===== config.mk =====
export PLATFORM = sky130hd
export DESIGN_NAME = blinky_one_second
export DESIGN_NICKNAME = d
export VERILOG_FILES = /design/src/rtl/blinky_one_second.sv
export SDC_FILE = /design/constraint.sdc
export NUM_CORES = 1
export LEC_CHECK = 0
export BUFFER_PORTS_ARGS = -buffer_cell sky130_fd_sc_hd__buf_4
export CAP_MARGIN = 5
export CORE_ASPECT_RATIO = 0.75
export CORE_MARGIN = 2
export CORE_UTILIZATION = 46
export DETAILED_ROUTE_END_ITERATION = 12
export GPL_TIMING_DRIVEN = 0
export HOLD_SLACK_MARGIN = 0.08
export PLACE_DENSITY = 0.59
export SETUP_SLACK_MARGIN = 0.1
export SYNTH_ARGS = -nofsm -noshare
export SYNTH_HDL_FRONTEND = slang
export SYNTH_SLANG_ARGS = --single-unit

===== constraint.sdc =====
create_clock -name CLK -period 2.5 [get_ports CLK]
set_input_delay 0 -clock CLK [delete_from_list [all_inputs] [get_ports CLK]]
set_output_delay 0 -clock CLK [all_outputs]
set_load 0.03 [all_outputs]

===== src/rtl/blinky_one_second.sv =====
`default_nettype none
// ============================================================================
// Module      : blinky_one_second
// Description : Free-running yellow LED blinker. A prescaler divides CLK down
//               to a tick strobe, and a tick counter toggles the LED once per
//               TOGGLE_TICKS ticks (1 s, 0.5 Hz square wave by default).
//               Optional debug strobe output TICK_OUT via BLINKY_TICK_OUT_EN.
// Revision    : 1.0 - initial release
// ============================================================================
module blinky_one_second #(
  parameter int CLK_FREQ_HZ  = 12000000,
  parameter int TICK_HZ      = 256,
  parameter int TOGGLE_TICKS = 256
) (
  input  logic CLK,
  input  logic RST_N,
`ifdef BLINKY_TICK_OUT_EN
  output logic TICK_OUT,
`endif
  output logic YELLOW_LED
);

  localparam int c_PRESC_DIV = (TICK_HZ > 0) ? (CLK_FREQ_HZ / TICK_HZ) : 0;
  localparam int c_PRESC_REM = (TICK_HZ > 0) ? (CLK_FREQ_HZ % TICK_HZ) : 1;
  localparam int c_PRESC_W   = (c_PRESC_DIV > 2) ? $clog2(c_PRESC_DIV) : 1;
  localparam int c_TICK_W    = (TOGGLE_TICKS > 2) ? $clog2(TOGGLE_TICKS) : 1;

  localparam logic [c_PRESC_W-1:0] c_PRESC_LAST = c_PRESC_W'(c_PRESC_DIV - 1);
  localparam logic [c_TICK_W-1:0]  c_TICK_LAST  = c_TICK_W'(TOGGLE_TICKS - 1);

  // Reject configurations whose divide is inexact or too small to count.
  if ((TICK_HZ <= 0) || (c_PRESC_REM != 0) || (c_PRESC_DIV < 2)) begin : g_bad_presc
    $error("blinky_one_second: CLK_FREQ_HZ/TICK_HZ must divide exactly and be >= 2");
  end
  if (TOGGLE_TICKS < 1) begin : g_bad_toggle
    $error("blinky_one_second: TOGGLE_TICKS must be >= 1");
  end

  logic [c_PRESC_W-1:0] r_presc_cnt;
  logic [c_TICK_W-1:0]  r_tick_cnt;
  logic                 r_led;
  logic                 w_tick;
  logic                 w_tick_wrap;

  assign w_tick      = (r_presc_cnt == c_PRESC_LAST);
  assign w_tick_wrap = (r_tick_cnt == c_TICK_LAST);

  always_ff @(posedge CLK or negedge RST_N) begin
    if (!RST_N) begin
      r_presc_cnt <= '0;
      r_tick_cnt  <= '0;
      r_led       <= 1'b0;
    end else begin
      if (w_tick) begin
        r_presc_cnt <= '0;
      end else begin
        r_presc_cnt <= r_presc_cnt + 1'b1;
      end

      if (w_tick) begin
        if (w_tick_wrap) begin
          r_tick_cnt <= '0;
          r_led      <= ~r_led;
        end else begin
          r_tick_cnt <= r_tick_cnt + 1'b1;
        end
      end
    end
  end

  assign YELLOW_LED = r_led;

`ifdef BLINKY_TICK_OUT_EN
  logic r_tick_out;

  always_ff @(posedge CLK or negedge RST_N) begin
    if (!RST_N) begin
      r_tick_out <= 1'b0;
    end else begin
      r_tick_out <= w_tick;
    end
  end

  assign TICK_OUT = r_tick_out;
`endif

endmodule
`default_nettype wire


# [Word-level counts from Yosys, hierarchy flattened]
# Index checks and enable logic that the tools add are counted.
[op_classes] n_bitwise=1 eq_ne=2 reduce_logical=1 n_mux=2 add_sub_neg=2
[ops] cell="$add A16 B1 Y16 const B" n=1
[ops] cell="$eq A16 B16 Y1 const B" n=1
[ops] cell="$mux W16" n=1
[ops] cell="$add A8 B1 Y8 const B" n=1
[ops] cell="$eq A8 B8 Y1 const B" n=1
[ops] cell="$mux W8" n=1
[ops] cell="$reduce_and A2 Y1" n=1
[ops] cell="$not A1 Y1" n=1
[word_totals] inputBits=2 wordCells=11 out_inout_bits=1 regBits=25

# [Depth between registers and ports, before layout]
# Gate-level depths: netlist of the first run.
[logic_depth] depth_word=2 ltp_mapped=8

# [Least setup slack after synthesis of the first run]
# No wires, ideal clock.
[synth_path] path_kind="register to register" start="register r_presc_cnt[0]" end="register r_tick_cnt[3]" synth_period_minus_slack_ns=1.476 arrival_ns=1.350 n_path_buf=2 stages_incl_launch_ff=9 setup_time_ns=0.126 setup_slack_ns=1.024 required_time_ns=2.374 cell_sequence="dfrtp_1 inv_1 ha_1 and4b_1 and4_1 buf_4 buf_6 nand2_4 o21ai_2"
[synth_via] elab_chain_cells=1
[synth_lines] item="from (decl)" line_no="39" text="logic [c_PRESC_W-1:0] r_presc_cnt;"
[synth_lines] item="from (signal assigned)" line_no="57" text="r_presc_cnt <= r_presc_cnt + 1'b1;"
[synth_lines] item="$eq A16 B16 Y1" line_no="45" text="assign w_tick = (r_presc_cnt == c_PRESC_LAST);"
[synth_lines] item="to (signal assigned)" line_no="65" text="r_tick_cnt <= r_tick_cnt + 1'b1;"
[synth_lines] item="to (decl)" line_no="40" text="logic [c_TICK_W-1:0] r_tick_cnt;"
# Every way passes these cells.
# A chain may end at the register's enable or synchronous reset.

# [Worst setup path in the final report of the first run]
# Ends and elaborated chain as after synthesis.

==> flow_metrics.tcl, run 1 <==
set metrics [dict create \
    highest_layer "met3" \
    clockBufferDepth 2 \
    io_pins 3 \
    via_per_inst 5.41 \
    yosysWarnings 0 \
    r2r_slack_ns 0.87 \
    yosys.area_share.adder_pct 2.94 \
    synthCells 117 \
    dpl_cell_area_um2 1340 \
    dr.pass1.iters 4 \
    met2WireLength_um 928 \
    r2r_end "r_tick_cnt[3]" \
    finalCoreUtilization_pct 53.1 \
    rsz0062_at_grt "false" \
    regArea_um2 626 \
    grt_pass1_wl_mm 4.00 \
    clkLatencyLatePin_ns 0.26 \
    numClockSinks 25 \
    layout_common_cells "dfrtp_1 (25), nor2_1 (11), nand2_1 (10)" \
    outcome "finished, final reports clean" \
    r2r_cells 6 \
    nFillCells 238 \
    final_hold_viol_count 0 \
    wl_mm 2.19 \
    synth_xor_area_share_pct 10.3 \
    setup_viol 0 \
    arrival_ns 1.78 \
    r2r_start "r_presc_cnt[0]" \
    tightest_slew_ns 0.314 \
    synth_compound_gate_area_share_pct 6.76 \
    start_util_pct 48.7 \
    overflow 0 \
    slowest_stage "dfrtp_1" \
    cts-root-buf "clkbuf_8" \
    wl_met3_um 87 \
    ctsResizeCount 0 \
    gp_congestion 0.747 \
    final_common_cell "dfrtp_1" \
    fin_skew_ns 0.00666 \
    synth.avg_cell_area_um2 10.9 \
    fin_tns_setup_ns 0 \
    track_usage_pct 15.7 \
    numCtsBuffers 3 \
    crit_type "reg2reg" \
    finalCritPeriodShare_pct 65.1 \
    vias 866 \
    synth-main-ff-cell "dfrtp_1" \
    ir_drop_uv 438 \
    max_stage_delay_ns 0.42 \
    finalHoldWorstSlack_ns 0.168 \
    cts_tree "yes" \
    startpoint_type "flip-flop" \
    async_reset_ff_share_pct 100 \
    max_freq_mhz 614 \
    antenna_cells 0 \
    multi_input_area_um2 624 \
    ys_top_cells_by_area "dfrtp_1 (49%), xor2_1 (5.5%), xnor2_1 (4.8%)" \
    place_hpwl_mm 1.61 \
    wl_met1_mm 1.18 \
    p_per_area_nw_per_um2 462 \
    required_ns 2.65 \
    yosysTopAreaCellShare_pct 49.0 \
    routedWlPerCell_um 13.7 \
    yosys-mux-area-fraction_pct 0.784 \
    die_h_um 49.6 \
    path_cells "inv_1 -> ha_1 -> and4b_1 -> nand4_2 -> o21ai_0 -> o21ai_2" \
    synth-edff-count 0 \
    crit_buf_inv 1 \
    grt_max_degree 26 \
    syn2layout_area_growth_pct 9.02 \
    clkTransAtPathRegs_ns 0.08 \
    finalMaxSlewViolations 0 \
    drtIter0Drc 82 \
    drc_errors 0 \
    final_nets 130 \
    synthesis.area_um2 1280 \
    worst-path-max-fanout 10 \
    fp-row-count 16 \
    endpoint_kind "flip-flop" \
    maxCapViolCount 0 \
    yosysTopAreaCell "dfrtp_1" \
    synth_seq_area_share_pct 49.0 \
    hp-class "in2async" \
    synthDistinctLibCells 34 \
    antenna_found_initial 0 \
    syn_nets 122 \
    relSlewSlack_pct 79.1 \
    ys_ff_latch 25 \
    die-area_um2 3220 \
    crit_family "simple AND/OR/NAND/NOR gates" \
    synth_top_family_by_area "simple AND/OR/NAND/NOR gates" \
    fp.dieW_um 64.8 \
    ant_nets 0 \
    first_global_vias 854 \
    power.leakage_nw 0.658 \
    synth_simple_gate_area_share_pct 28.1 \
    port_buffers 2 \
    drive_above_1_share_pct 15.3 \
    core_area_um2 2620 \
    period_minus_slack_ns 1.63 \
    htreeDepth 1 \
    design_area_um2 1390 \
]
==> flip-flops by register name, summed over array words and instances (netlist names) <==
signal,count
YELLOW_LED,1
r_presc_cnt,16
r_tick_cnt,8
==> metal layers <==
metal  track usage (%)  vias to the layer above
li1                  -                      430
met1              23.3                      421
met2              23.9                       15
met3              4.57                        0
met4              1.06                        0
met5                 0                        -
==> final cells by class <==
cell class	instances	area share, %
sequential	25	45.0
multi-input combinational	88	44.9
clock buffer	4	3.24
tap	36	3.24
timing repair buffer	3	1.80
buffer	3	1.62
inverter	1	0.270
==> worst max path at each step <==
| stage | startpoint | end | slack (ns) | cells after the start |
|---|---|---|---|---|
| after detailed placement | r_presc_cnt[0] | r_tick_cnt[5] | 0.88 | 6 |
| after floorplan | r_presc_cnt[0] | r_tick_cnt[3] | 1.02 | 8 |
| final | r_presc_cnt[0] | r_tick_cnt[3] | 0.87 | 6 |
| after CTS | r_presc_cnt[0] | r_tick_cnt[5] | 0.88 | 6 |
| after global routing | r_presc_cnt[7] | r_tick_cnt[5] | 0.73 | 4 |
| after global placement | r_presc_cnt[0] | r_tick_cnt[7] | 0.92 | 6 |
==> through the flow <==
step | setup WS [ns] | instances | power [mW]
after global placement | 0.921 | 155 | 0.421
final | 0.871 | 160 | 0.643
after CTS | 0.878 | 160 | 0.655
after floorplan | 1.02 | 117 | 0.412
after global routing | 0.726 | 160 | 0.671
after detailed placement | 0.877 | 155 | 0.421
==> kinds of logic after synthesis <==
family | count (synthesis)
compound gates | 13
mux | 1
simple gates | 56
xor+xnor | 15
flops | 25
fa+ha+maj | 3
buf+inv | 4
==> report_power, final <==
| part | switching [mW] | internal (mW) | total, mW |
|---|---|---|---|
| logic | 0.00764 | 0.00208 | 0.00972 |
| clock network | 0.116 | 0.114 | 0.229 |
| registers | 0 | 0.404 | 0.404 |
| total | 0.123 | 0.520 | 0.643 |
==> synthesized netlist by cell type (2+ instances only) <==
master / n
dfrtp_1: 25
xor2_1: 8
o21ai_0: 5
nor2_1: 11
and3_1: 5
and2_1: 3
nand4_2: 2
nand4_1: 6
nand3_2: 2
nand3_1: 5
nand2_1: 10
xnor2_1: 7
and4_1: 3
o21ai_2: 3
ha_1: 3
==> what timing repair did <==
item,CTS,global route
setup buffers,0,0
hold buffers,1,0
endpoints found under the hold margin,25,0
Power figures use the tool's default switching activity.
==> inputs of run 2 (changes only) <==
==> constraint.sdc (replaced) <==
create_clock -name CLK -period 1.55 [get_ports CLK]
set_input_delay 0 -clock CLK [delete_from_list [all_inputs] [get_ports CLK]]
set_output_delay 0 -clock CLK [all_outputs]
set_load 0.03 [all_outputs]
==> run 2 against run 1 <==
Final cell count grew 2.5%. Total power up 61%. Via count fell by 0.12%. Worst setup slack worse by 0.85 ns. Register-to-register slack worse by 0.85 ns. Design area rose by 5.8%. Count of clock-buffer cells in the layout unchanged. Die area unchanged. Clock skew shrank 0.0034 ns. Worst hold slack lost 0.0044 ns. First-iteration DRC count down 26%. Sequential share of layout area down 2.2 points. Largest cell class is now multi-input combinational cells. Largest power group unchanged. Highest routed layer unchanged.
==> flow_metrics.tcl, run 2 (synthesis gave the netlist of run 1 again) <==
set metrics [dict create \
    outcome "finished, final reports clean" \
    dr.pass1.iters 4 \
    hp-class "in2async" \
    regArea_um2 629 \
    finalCritPeriodShare_pct 98.7 \
    numClockSinks 25 \
    required_ns 1.74 \
    tightest_slew_ns 0.315 \
    rsz0062_at_grt "true" \
    vias 865 \
    final_cells 164 \
    wl_mm 2.22 \
    antenna_found_initial 0 \
    fp.dieW_um 64.8 \
    layout_common_cells "dfrtp_1 (22), nor2_1 (10), nand2_1 (8), xor2_1 (8)" \
    antenna_cells 0 \
    core_area_um2 2620 \
    fp-row-count 16 \
    track_usage_pct 16.0 \
    r2r_start "r_presc_cnt[0]" \
    endpoint "r_tick_cnt[7]" \
    grt_pass1_wl_mm 3.97 \
    max_freq_mhz 654 \
    worst-path-max-fanout 10 \
    r2r_end "r_tick_cnt[7]" \
    multi_input_area_um2 661 \
    final_hold_viol_count 0 \
    grt_max_degree 26 \
    clkTransAtPathRegs_ns 0.08 \
    cts_tree "yes" \
    startpoint_type "flip-flop" \
    largest_reg_flops 16 \
    drc_errors 0 \
    p_total_mw 1.04 \
    ir_drop_uv 497 \
    r2r_cells 8 \
    power.leakage_nw 0.692 \
    crit_type "reg2reg" \
    relSlewSlack_pct 79.0 \
    setup_viol 0 \
    finalCoreUtilization_pct 56.2 \
    max_stage_delay_ns 0.38 \
    finalMaxSlewViolations 0 \
    ant_nets 0 \
    via_per_inst 5.27 \
    die-area_um2 3220 \
    final_nets 134 \
    clkLatencyLatePin_ns 0.26 \
    r2r_slack_ns 0.02 \
    routedWlPerCell_um 13.6 \
    drtIter0Drc 61 \
    worst-path-stages 8 \
    crit_start "r_presc_cnt[0]" \
    arrival_ns 1.72 \
    crit_family "simple AND/OR/NAND/NOR gates" \
    cts-root-buf "clkbuf_8" \
    regMostFlops "r_presc_cnt" \
    place_hpwl_mm 1.54 \
    die_h_um 49.6 \
    clockBufferDepth 2 \
    slowest_stage "dfrtp_1" \
    fin_tns_setup_ns 0 \
    first_global_vias 815 \
    path_cells "inv_1 -> ha_2 -> and4b_1 -> and4_1 -> buf_6 -> buf_8 -> nand2_4 -> o21ai_2" \
    nFillCells 238 \
    period_minus_slack_ns 1.53 \
    setup_ws_ns 0.0209 \
    numCtsBuffers 3 \
    io_pins 3 \
    gp_congestion 0.733 \
    place_ws_ns -0.0752 \
    port_buffers 2 \
    start_util_pct 48.7 \
    htreeDepth 1 \
    place_inst 155 \
    maxCapViolCount 0 \
    p_per_area_nw_per_um2 704 \
    syn2layout_area_growth_pct 15.4 \
    crit_buf_inv 3 \
    drive_above_1_share_pct 25.8 \
    endpoint_kind "flip-flop" \
    final_common_cell "dfrtp_1" \
    overflow 0 \
    fin_skew_ns 0.00322 \
]
## run 2: worst reg2reg max path: stages, from the launching register on
cell and delay (ns):
dfrtp_1 0.38, inv_1 0.06, ha_2 0.16, and4b_1 0.21, and4_1 0.22, buf_6 0.13
buf_8 0.14, nand2_4 0.06, o21ai_2 0.11
## run 2: worst min path at each step
stage	from	endpoint	slack, ns	cells after the start
floorplan	RST_N	YELLOW_LED	-0.30	0
global placement	RST_N	r_presc_cnt[7]	-0.08	1
detailed placement	RST_N	r_presc_cnt[7]	-0.08	1
CTS	RST_N	r_presc_cnt[6]	0.17	2
global route	RST_N	r_presc_cnt[6]	0.18	2
finish	RST_N	r_presc_cnt[8]	0.16	2
## run 2: timing repair
| item | 4_1_cts | 5_1_grt |
|---|---|---|
| pin swaps | 3 | 1 |
| hold buffers | 1 | 0 |
| setup buffers | 4 | 0 |
| endpoints found under the setup margin | 21 | 21 |
| resized for setup | 10 | 7 |
| hold endpoints to repair | 25 | 0 |
## run 2: area by class of cell
type | instances | share of cell area, %
clock buffers | 4 | 3.06
repair buffers | 7 | 3.74
multi-input cells | 88 | 44.9
flip-flops and latches | 25 | 42.7
inverters | 1 | 0.255
well taps | 36 | 3.06
plain buffers | 3 | 2.29
## run 2: metal layers
layer / vias up / global-route usage, % / part of all wire, %
met4: 0 / 1.06 / 0
met2: 8 / 21.8 / 41
met3: 0 / 5.48 / 3.1
met5: - / 0 / 0
met1: 420 / 25.3 / 56
li1: 437 / - / -
## run 2: report_power, final
group | switching [mW] | internal, mW | leakage, nW
Sequential | 0 | 0.651 | 0.331
Combinational | 0.0123 | 0.00335 | 0.338
Clock | 0.187 | 0.183 | 0.0228
Total | 0.199 | 0.838 | 0.692
## run 2: per-stage QoR
step | cell area, um^2 | hold slack (ns)
2_1_floorplan | 1280 | -0.296
3_3_place_gp | 1340 | -0.0793
3_5_place_dp | 1340 | -0.0775
4_1_cts | 1450 | 0.172
5_1_grt | 1470 | 0.183
6_report | 1470 | 0.164
